<file path="config.mk">
export PLATFORM = sky130hd
export DESIGN_NAME = fb_mem_arbiter_flat
export DESIGN_NICKNAME = d
export VERILOG_FILES = /design/src/rtl/fb_mem_pkg.sv /design/src/rtl/fb_mem_arbiter_if.sv /design/src/rtl/fb_rd_tag_fifo.sv /design/src/rtl/fb_mem_arbiter.sv /design/src/flat_wrapper.sv
export SDC_FILE = /design/constraint.sdc
export NUM_CORES = 1
export LEC_CHECK = 0
export ABC_AREA = 1
export CORE_AREA = 3 3 128 130
export CTS_CLUSTER_DIAMETER = 100
export DETAILED_ROUTE_END_ITERATION = 12
export DIE_AREA = 0 0 131 133
export DONT_BUFFER_PORTS = 1
export HOLD_SLACK_MARGIN = 0.15
export PLACE_DENSITY_LB_ADDON = 0.1
export SYNTH_ARGS = -nofsm -noshare
export SYNTH_HDL_FRONTEND = slang
export SYNTH_SLANG_ARGS = --single-unit
</file>
<file path="constraint.sdc">
create_clock -name clock -period 2.9 [get_ports clock]
set_input_delay 0.725 -clock clock [delete_from_list [all_inputs] [get_ports clock]]
set_output_delay 0.725 -clock clock [all_outputs]
set_load 0.01 [all_outputs]
</file>
<file path="src/rtl/fb_mem_pkg.sv">
// Shared types and sizing for the frame/depth-buffer memory arbiter.
// Widths live here so the interface, arbiter and tag FIFO always agree.
package fb_mem_pkg;
  localparam int NREQ    = 3;
  localparam int AW      = 26;
  localparam int DW      = 32;
  localparam int MAX_OUT = 8;
  localparam int IDX_W   = (NREQ > 1) ? $clog2(NREQ) : 1;

  typedef enum logic {IDLE, ISSUE} arb_state_e;

  typedef logic [IDX_W-1:0] req_idx_t;

  typedef struct packed {
    logic [AW-1:0] addr;
    logic [3:0]    be;
    logic [DW-1:0] wdata;
    logic          rd;
    logic          wr;
  } avl_cmd_t;

  function automatic logic [NREQ-1:0] idx_onehot(req_idx_t i);
    return NREQ'(1) << i;
  endfunction
endpackage

</file>
<file path="src/rtl/fb_mem_arbiter_if.sv">
// Requester-side and Avalon-MM master-side bus of the arbiter.
// master = the arbiter itself; slave = requesters plus memory.
interface fb_mem_arbiter_if;
  import fb_mem_pkg::*;

  logic [NREQ*AW-1:0] req_address;
  logic [NREQ-1:0]    req_read;
  logic [NREQ-1:0]    req_write;
  logic [NREQ*4-1:0]  req_byteenable;
  logic [NREQ*DW-1:0] req_writedata;
  logic [NREQ-1:0]    req_waitrequest;
  logic [DW-1:0]      req_readdata;
  logic [NREQ-1:0]    req_readdatavalid;

  logic [AW-1:0]      master_address;
  logic               master_read;
  logic               master_write;
  logic [3:0]         master_byteenable;
  logic [DW-1:0]      master_writedata;
  logic [DW-1:0]      master_readdata;
  logic               master_readdatavalid;
  logic               master_waitrequest;

  modport master (
    input  req_address, req_read, req_write, req_byteenable, req_writedata,
    output req_waitrequest, req_readdata, req_readdatavalid,
    output master_address, master_read, master_write, master_byteenable, master_writedata,
    input  master_readdata, master_readdatavalid, master_waitrequest
  );

  modport slave (
    output req_address, req_read, req_write, req_byteenable, req_writedata,
    input  req_waitrequest, req_readdata, req_readdatavalid,
    input  master_address, master_read, master_write, master_byteenable, master_writedata,
    output master_readdata, master_readdatavalid, master_waitrequest
  );
endinterface

</file>
<file path="src/rtl/fb_rd_tag_fifo.sv">
// Tag FIFO recording which requester owns each outstanding read.
// Simultaneous push and pop are allowed, including when full.
module fb_rd_tag_fifo #(
  parameter int DEPTH = 8,
  parameter int W     = 2
) (
  input  logic         clock,
  input  logic         reset,
  input  logic         push_i,
  input  logic [W-1:0] din_i,
  input  logic         pop_i,
  output logic [W-1:0] dout_o,
  output logic         full_o,
  output logic         empty_o
);
  localparam int PW = $clog2(DEPTH);

  logic [W-1:0]  mem_q [DEPTH];
  logic [PW-1:0] wr_ptr_q, rd_ptr_q;
  logic [PW:0]   cnt_q, cnt_d;
  logic          do_push, do_pop;

  assign empty_o = (cnt_q == '0);
  assign full_o  = (cnt_q == (PW+1)'(DEPTH));
  assign dout_o  = mem_q[rd_ptr_q];
  assign do_pop  = pop_i & ~empty_o;
  assign do_push = push_i & (~full_o | do_pop);

  always_comb begin
    cnt_d = cnt_q;
    case ({do_push, do_pop})
      2'b10:   cnt_d = cnt_q + (PW+1)'(1);
      2'b01:   cnt_d = cnt_q - (PW+1)'(1);
      default: cnt_d = cnt_q;
    endcase
  end

  always_ff @(posedge clock) begin
    if (reset) begin
      wr_ptr_q <= '0;
      rd_ptr_q <= '0;
      cnt_q    <= '0;
    end else begin
      cnt_q <= cnt_d;
      if (do_push) wr_ptr_q <= wr_ptr_q + PW'(1);
      if (do_pop)  rd_ptr_q <= rd_ptr_q + PW'(1);
    end
  end

  always_ff @(posedge clock) begin
    if (do_push) mem_q[wr_ptr_q] <= din_i;
  end
endmodule

</file>
<file path="src/rtl/fb_mem_arbiter.sv">
// Round-robin arbiter sharing one Avalon-MM master among pipeline requesters.
// One command in flight; read beats are routed back through a tag FIFO.
module fb_mem_arbiter
  import fb_mem_pkg::*;
(
  input  logic                clock,
  input  logic                reset,
  fb_mem_arbiter_if.master    bus,
  output logic                err_sticky
);
  arb_state_e      state_q;
  req_idx_t        gnt_q, rr_q, pick, tag_head;
  avl_cmd_t        cmd_q, sel;
  logic            err_q;
  logic [NREQ-1:0] elig, both;
  logic            any, accept, push, pop, tag_full, tag_empty;

  always_comb begin
    elig = bus.req_write | (bus.req_read & {NREQ{~tag_full}});
    both = bus.req_read & bus.req_write;
    any  = 1'b0;
    pick = rr_q;
    // first eligible index strictly after the RR pointer, wrapping
    for (int k = 1; k <= NREQ; k++) begin
      if (!any && elig[(int'(rr_q) + k) % NREQ]) begin
        any  = 1'b1;
        pick = req_idx_t'((int'(rr_q) + k) % NREQ);
      end
    end
    sel.addr  = bus.req_address[int'(pick)*AW +: AW];
    sel.be    = bus.req_byteenable[int'(pick)*4 +: 4];
    sel.wdata = bus.req_writedata[int'(pick)*DW +: DW];
    sel.wr    = bus.req_write[pick];
    sel.rd    = bus.req_read[pick] & ~bus.req_write[pick];
  end

  assign accept = (state_q == ISSUE) & ~bus.master_waitrequest;
  assign push   = accept & cmd_q.rd;
  assign pop    = bus.master_readdatavalid & ~tag_empty;

  assign bus.req_waitrequest   = accept ? ~idx_onehot(gnt_q) : '1;
  assign bus.req_readdatavalid = pop ? idx_onehot(tag_head) : '0;
  assign bus.req_readdata      = bus.master_readdata;

  assign bus.master_address    = cmd_q.addr;
  assign bus.master_byteenable = cmd_q.be;
  assign bus.master_writedata  = cmd_q.wdata;
  assign bus.master_read       = cmd_q.rd;
  assign bus.master_write      = cmd_q.wr;
  assign err_sticky            = err_q;

  always_ff @(posedge clock) begin
    if (reset) begin
      state_q <= IDLE;
      gnt_q   <= '0;
      rr_q    <= req_idx_t'(NREQ-1);
      cmd_q   <= '0;
      err_q   <= 1'b0;
    end else begin
      if ((|both) || (bus.master_readdatavalid && tag_empty)) err_q <= 1'b1;
      case (state_q)
        IDLE: if (any) begin
          cmd_q   <= sel;
          gnt_q   <= pick;
          state_q <= ISSUE;
        end
        ISSUE: if (!bus.master_waitrequest) begin
          rr_q     <= gnt_q;
          cmd_q.rd <= 1'b0;
          cmd_q.wr <= 1'b0;
          state_q  <= IDLE;
        end
        default: state_q <= IDLE;
      endcase
    end
  end

  fb_rd_tag_fifo #(.DEPTH(MAX_OUT), .W(IDX_W)) u_tags (
    .clock   (clock),
    .reset   (reset),
    .push_i  (push),
    .din_i   (gnt_q),
    .pop_i   (pop),
    .dout_o  (tag_head),
    .full_o  (tag_full),
    .empty_o (tag_empty)
  );
endmodule

</file>
<file path="src/flat_wrapper.sv">
// flat-port wrapper written by rule: the top's interface ports become plain ports
module fb_mem_arbiter_flat import fb_mem_pkg::*;
  (clock, reset, err_sticky, bus_req_address, bus_req_read, bus_req_write, bus_req_byteenable, bus_req_writedata, bus_req_waitrequest, bus_req_readdata, bus_req_readdatavalid, bus_master_address, bus_master_read, bus_master_write, bus_master_byteenable, bus_master_writedata, bus_master_readdata, bus_master_readdatavalid, bus_master_waitrequest);
  fb_mem_arbiter_if bus_i ();
  input  logic clock;
  input  logic reset;
  output logic err_sticky;
  input wire logic [$bits(bus_i.req_address)-1:0] bus_req_address;
  input wire logic [$bits(bus_i.req_read)-1:0] bus_req_read;
  input wire logic [$bits(bus_i.req_write)-1:0] bus_req_write;
  input wire logic [$bits(bus_i.req_byteenable)-1:0] bus_req_byteenable;
  input wire logic [$bits(bus_i.req_writedata)-1:0] bus_req_writedata;
  output wire logic [$bits(bus_i.req_waitrequest)-1:0] bus_req_waitrequest;
  output wire logic [$bits(bus_i.req_readdata)-1:0] bus_req_readdata;
  output wire logic [$bits(bus_i.req_readdatavalid)-1:0] bus_req_readdatavalid;
  output wire logic [$bits(bus_i.master_address)-1:0] bus_master_address;
  output wire logic [$bits(bus_i.master_read)-1:0] bus_master_read;
  output wire logic [$bits(bus_i.master_write)-1:0] bus_master_write;
  output wire logic [$bits(bus_i.master_byteenable)-1:0] bus_master_byteenable;
  output wire logic [$bits(bus_i.master_writedata)-1:0] bus_master_writedata;
  input wire logic [$bits(bus_i.master_readdata)-1:0] bus_master_readdata;
  input wire logic [$bits(bus_i.master_readdatavalid)-1:0] bus_master_readdatavalid;
  input wire logic [$bits(bus_i.master_waitrequest)-1:0] bus_master_waitrequest;
  assign bus_i.req_address = bus_req_address;
  assign bus_i.req_read = bus_req_read;
  assign bus_i.req_write = bus_req_write;
  assign bus_i.req_byteenable = bus_req_byteenable;
  assign bus_i.req_writedata = bus_req_writedata;
  assign bus_req_waitrequest = bus_i.req_waitrequest;
  assign bus_req_readdata = bus_i.req_readdata;
  assign bus_req_readdatavalid = bus_i.req_readdatavalid;
  assign bus_master_address = bus_i.master_address;
  assign bus_master_read = bus_i.master_read;
  assign bus_master_write = bus_i.master_write;
  assign bus_master_byteenable = bus_i.master_byteenable;
  assign bus_master_writedata = bus_i.master_writedata;
  assign bus_i.master_readdata = bus_master_readdata;
  assign bus_i.master_readdatavalid = bus_master_readdatavalid;
  assign bus_i.master_waitrequest = bus_master_waitrequest;
  fb_mem_arbiter u_core (.clock(clock), .reset(reset), .bus(bus_i), .err_sticky(err_sticky));
endmodule
</file>
==> metrics.md <==
| Metric | Value |
|---|---|
| Most common cell in the netlist | `nand2_1` |
| Final number of max-transition violations | `0` |
| First-pass GRT wire length | `27.49 mm` |
| Slew HR | `60.53%` |
| Via count | `5354` |
| CP Buf/Inv Count | `3` |
| Register clock-pin slew on the reported worst setup and hold paths | `70 ps` |
| Worst hold endpoint | `u_core.u_tags.rd_ptr_q[2]` |
| Die area | `0.01742 mm²` |
| DR DRC count | `0` |
| Top-area cell type share of the netlist area | `28.98%` |
| Crit Reg-Reg Startpoint | `u_core.rr_q[0]` |
| Number of nets with antenna violations after routing | `0` |
| Top cells by area, synth | `dfxtp_1 29%, nand2_1 11%, edfxtp_1 8.4%` |
| CORE AREA | `0.01526 mm²` |
| # nets final | `1008` |
| Share of cells above drive strength 1 | `7.207%` |
| Fin crit share | `89.21%` |
| Post-synth EDFFs | `16` |
| CP Cell Sequence | `inv_1, nor2_1, o32ai_1, inv_1, o21ai_0, inv_1, nor2_1` |
| CTS tree | `done` |
| Hold Path Class | `flop to flop` |
| Commonest cells post-synth | `169 x nand2_1, 124 x nor2_1, 83 x dfxtp_1, 73 x a21oi_1, 57 x inv_1` |
| Pre-CTS setup slack | `271.0 ps` |
| Clk buf depth | `2` |
| Chip Width | `131 µm` |
| Vias per cell | `5.419` |
| Worst endpoint required time | `2170 ps` |
| Worst-Margin Slew | `591.1 ps` |
| Final clock skew | `9.750 ps` |
| Wire length per cell | `18.41 µm` |
| Achievable Freq | `386.5 MHz` |
| Vias in the first global route | `5193` |
| Worst Reg-to-Reg Cells | `13` |
| Final Cell Area | `0.006016 mm²` |
| Main synth FF type | `dfxtp_1` |
| Later-pin clock latency in the skew report | `350 ps` |
| Post_cts resized | `0` |
| Initial antenna violation count | `0` |
| DRT Pass-1 Iters | `5` |
| P_leak | `2.487 nW` |
| Hold Fails Final Rpt | `0` |
| Setup Viol. Count Final | `0` |
| Port-buffer cells | `0` |
| Post-Place Cells | `972` |
| Hold path cells | `1` |
| Max VDD drop | `371.4 µV` |
| Maxcap violations | `0` |
| Critical path launch point type | `flop` |
| Rows | `45` |
| Root buffer cell | `clkbuf_16` |
| Synth warn | `0` |
| N_diodes | `0` |
| Most used cell, CP | `inv_1` |
| R2r endpoint | `u_core.bus.master_read` |
| Syn_nets | `1066` |
| Total GRT Usage | `20.06%` |
| H-tree levels | `3` |
| GP Congestion | `0.8655` |
| Post-CTS Setup Bufs | `0` |
| Slowest-stage cell, CP | `dfxtp_1` |
| # IOs | `331` |
| Total CTS buffers | `9` |
| Cell area after synthesis | `0.005733 mm²` |
| Crit Path Max Fanout | `9` |
| Largest net degree at the start of global routing | `59` |
| Cells after Synth | `830` |
| CP delay by family, top | `compound AO/OA/AOI/OAI gates` |
| Mean Syn Cell Area | `6.907 µm²` |
| Synth cell types | `31` |
| Final Non-Filler Cells | `988` |
| Sequential share of the synthesized area | `37.36%` |
| Min-Delay Startpoint | `u_core.u_tags.rd_ptr_q[2]` |
| Dpl hpwl | `13.42 mm` |
| #FFs+latches synth | `99` |
| DR iter-0 viols | `256` |
| Final worst path period need | `2587 ps` |
| Setup TNS | `0 ps` |
| Power per cell area | `766.4 mW/mm²` |
| Sink Count | `99` |
| GR Overflow Total | `0` |
| Post-Route WL | `18.19 mm` |
| RSZ-0062 raised after global routing | `false` |
| Reg2Reg Setup Slack | `320 ps` |
| Hold Buf Count CTS | `0` |
| Final WS setup | `312.9 ps` |
| Worst Path Arrival | `1860 ps` |
| FFs w/ async S/R, synth | `0%` |
| Largest area contributor in the netlist | `dfxtp_1` |
| Die height | `133 µm` |
| Starting density of the core | `37.57%` |
| Layout area overhead | `4.932%` |
| Crit-path max cell delay | `400 ps` |
| CP endpoint kind | `output port` |
| Status | `completed` |
| Placed Area | `0.005685 mm²` |
| Setup CP Type | `flop to output port` |
| Stages on worst setup path | `7` |
==> cells in the final DEF (no fill, tap or decap), drive strengths merged, types with 7 or more instances in the layout <==
cell type  instances
nand3             38
inv               66
a31oi             38
ha                 7
buf               15
a22oi             25
a21oi             74
nand2            179
edfxtp            16
dfxtp             83
o21ai             83
nor2             127
clkbuf            10
==> how the worst max path moves through the flow <==
| stage | start | endpoint | slack, ps |
|---|---|---|---|
| finish | flop | bus_req_readdatavalid[1] | 310 |
| detailed placement | u_core.rr_q[0] | u_core.bus.master_address[12] | 270 |
| CTS | u_core.rr_q[0] | u_core.bus.master_address[21] | 230 |
| global route | u_core.rr_q[0] | u_core.bus.master_read | 30 |
| floorplan | bus_master_waitrequest | u_core.u_tags.cnt_q[3] | 320 |
| global placement | u_core.rr_q[0] | u_core.bus.master_read | 330 |
==> metal layers <==
layer	GRT usage, %	vias up	routed length (µm)
li1	-	2622	-
met1	22.49	2457	6880
met2	34.79	235	9134
met3	6.661	40	1713
met4	7.486	0	459
met5	0	-	0
==> area by class of cell <==
| class | instances | area, µm² |
|---|---|---|
| Clock buffer | 10 | 239.0 |
| Clock inverter | 6 | 70.07 |
| Fill cell | 1622 | 9243 |
| Inverter | 63 | 236.5 |
| Multi-Input combinational cell | 584 | 2848 |
| Sequential cell | 99 | 2142 |
| Tap cell | 211 | 264.0 |
| Timing Repair Buffer | 15 | 216.5 |
==> sequential cells by signal, summed over array words and instances, names as in the netlist, named ones only <==
register / count
u_core.u_tags.mem_q: 16
u_core.rr_q: 2
u_core.gnt_q: 2
u_core.bus.master_write: 1
u_core.u_tags.wr_ptr_q: 3
u_core.state_q: 1
u_core.u_tags.cnt_q: 4
u_core.bus.master_byteenable: 4
u_core.err_sticky: 1
u_core.u_tags.rd_ptr_q: 3
u_core.bus.master_address: 26
u_core.bus.master_writedata: 32
u_core.bus.master_read: 1
==> power breakdown <==
group	switching, W	internal, W	total [W]
Combinational	0.000937	0.000537	0.00147
Clock	0.000565	0.000703	0.00127
Sequential	0.000264	0.00160	0.00187
==> through the flow <==
step | util (%) | power (W) | hold slack, ps
after floorplan | - | 0.003039 | 412.2
after global placement | 37.26 | 0.003342 | 425.5
after detailed placement | 37.26 | 0.003366 | 434.0
after CTS | 39.29 | 0.004655 | 427.9
after global routing | 39.43 | 0.004928 | 429.7
final | 39.43 | 0.004610 | 450.0
==> cells by family after synthesis <==
group           count (synthesis)  share of synthesized area (%)
compound gates                226                          22.22
xor+xnor                        1                         0.1528
fa+ha+maj                       8                          1.877
buf+inv                       147                          13.53
flops                          99                          37.36
mux                             1                         0.1746
simple gates                  348                          24.68
Power figures use the tool's default switching activity.
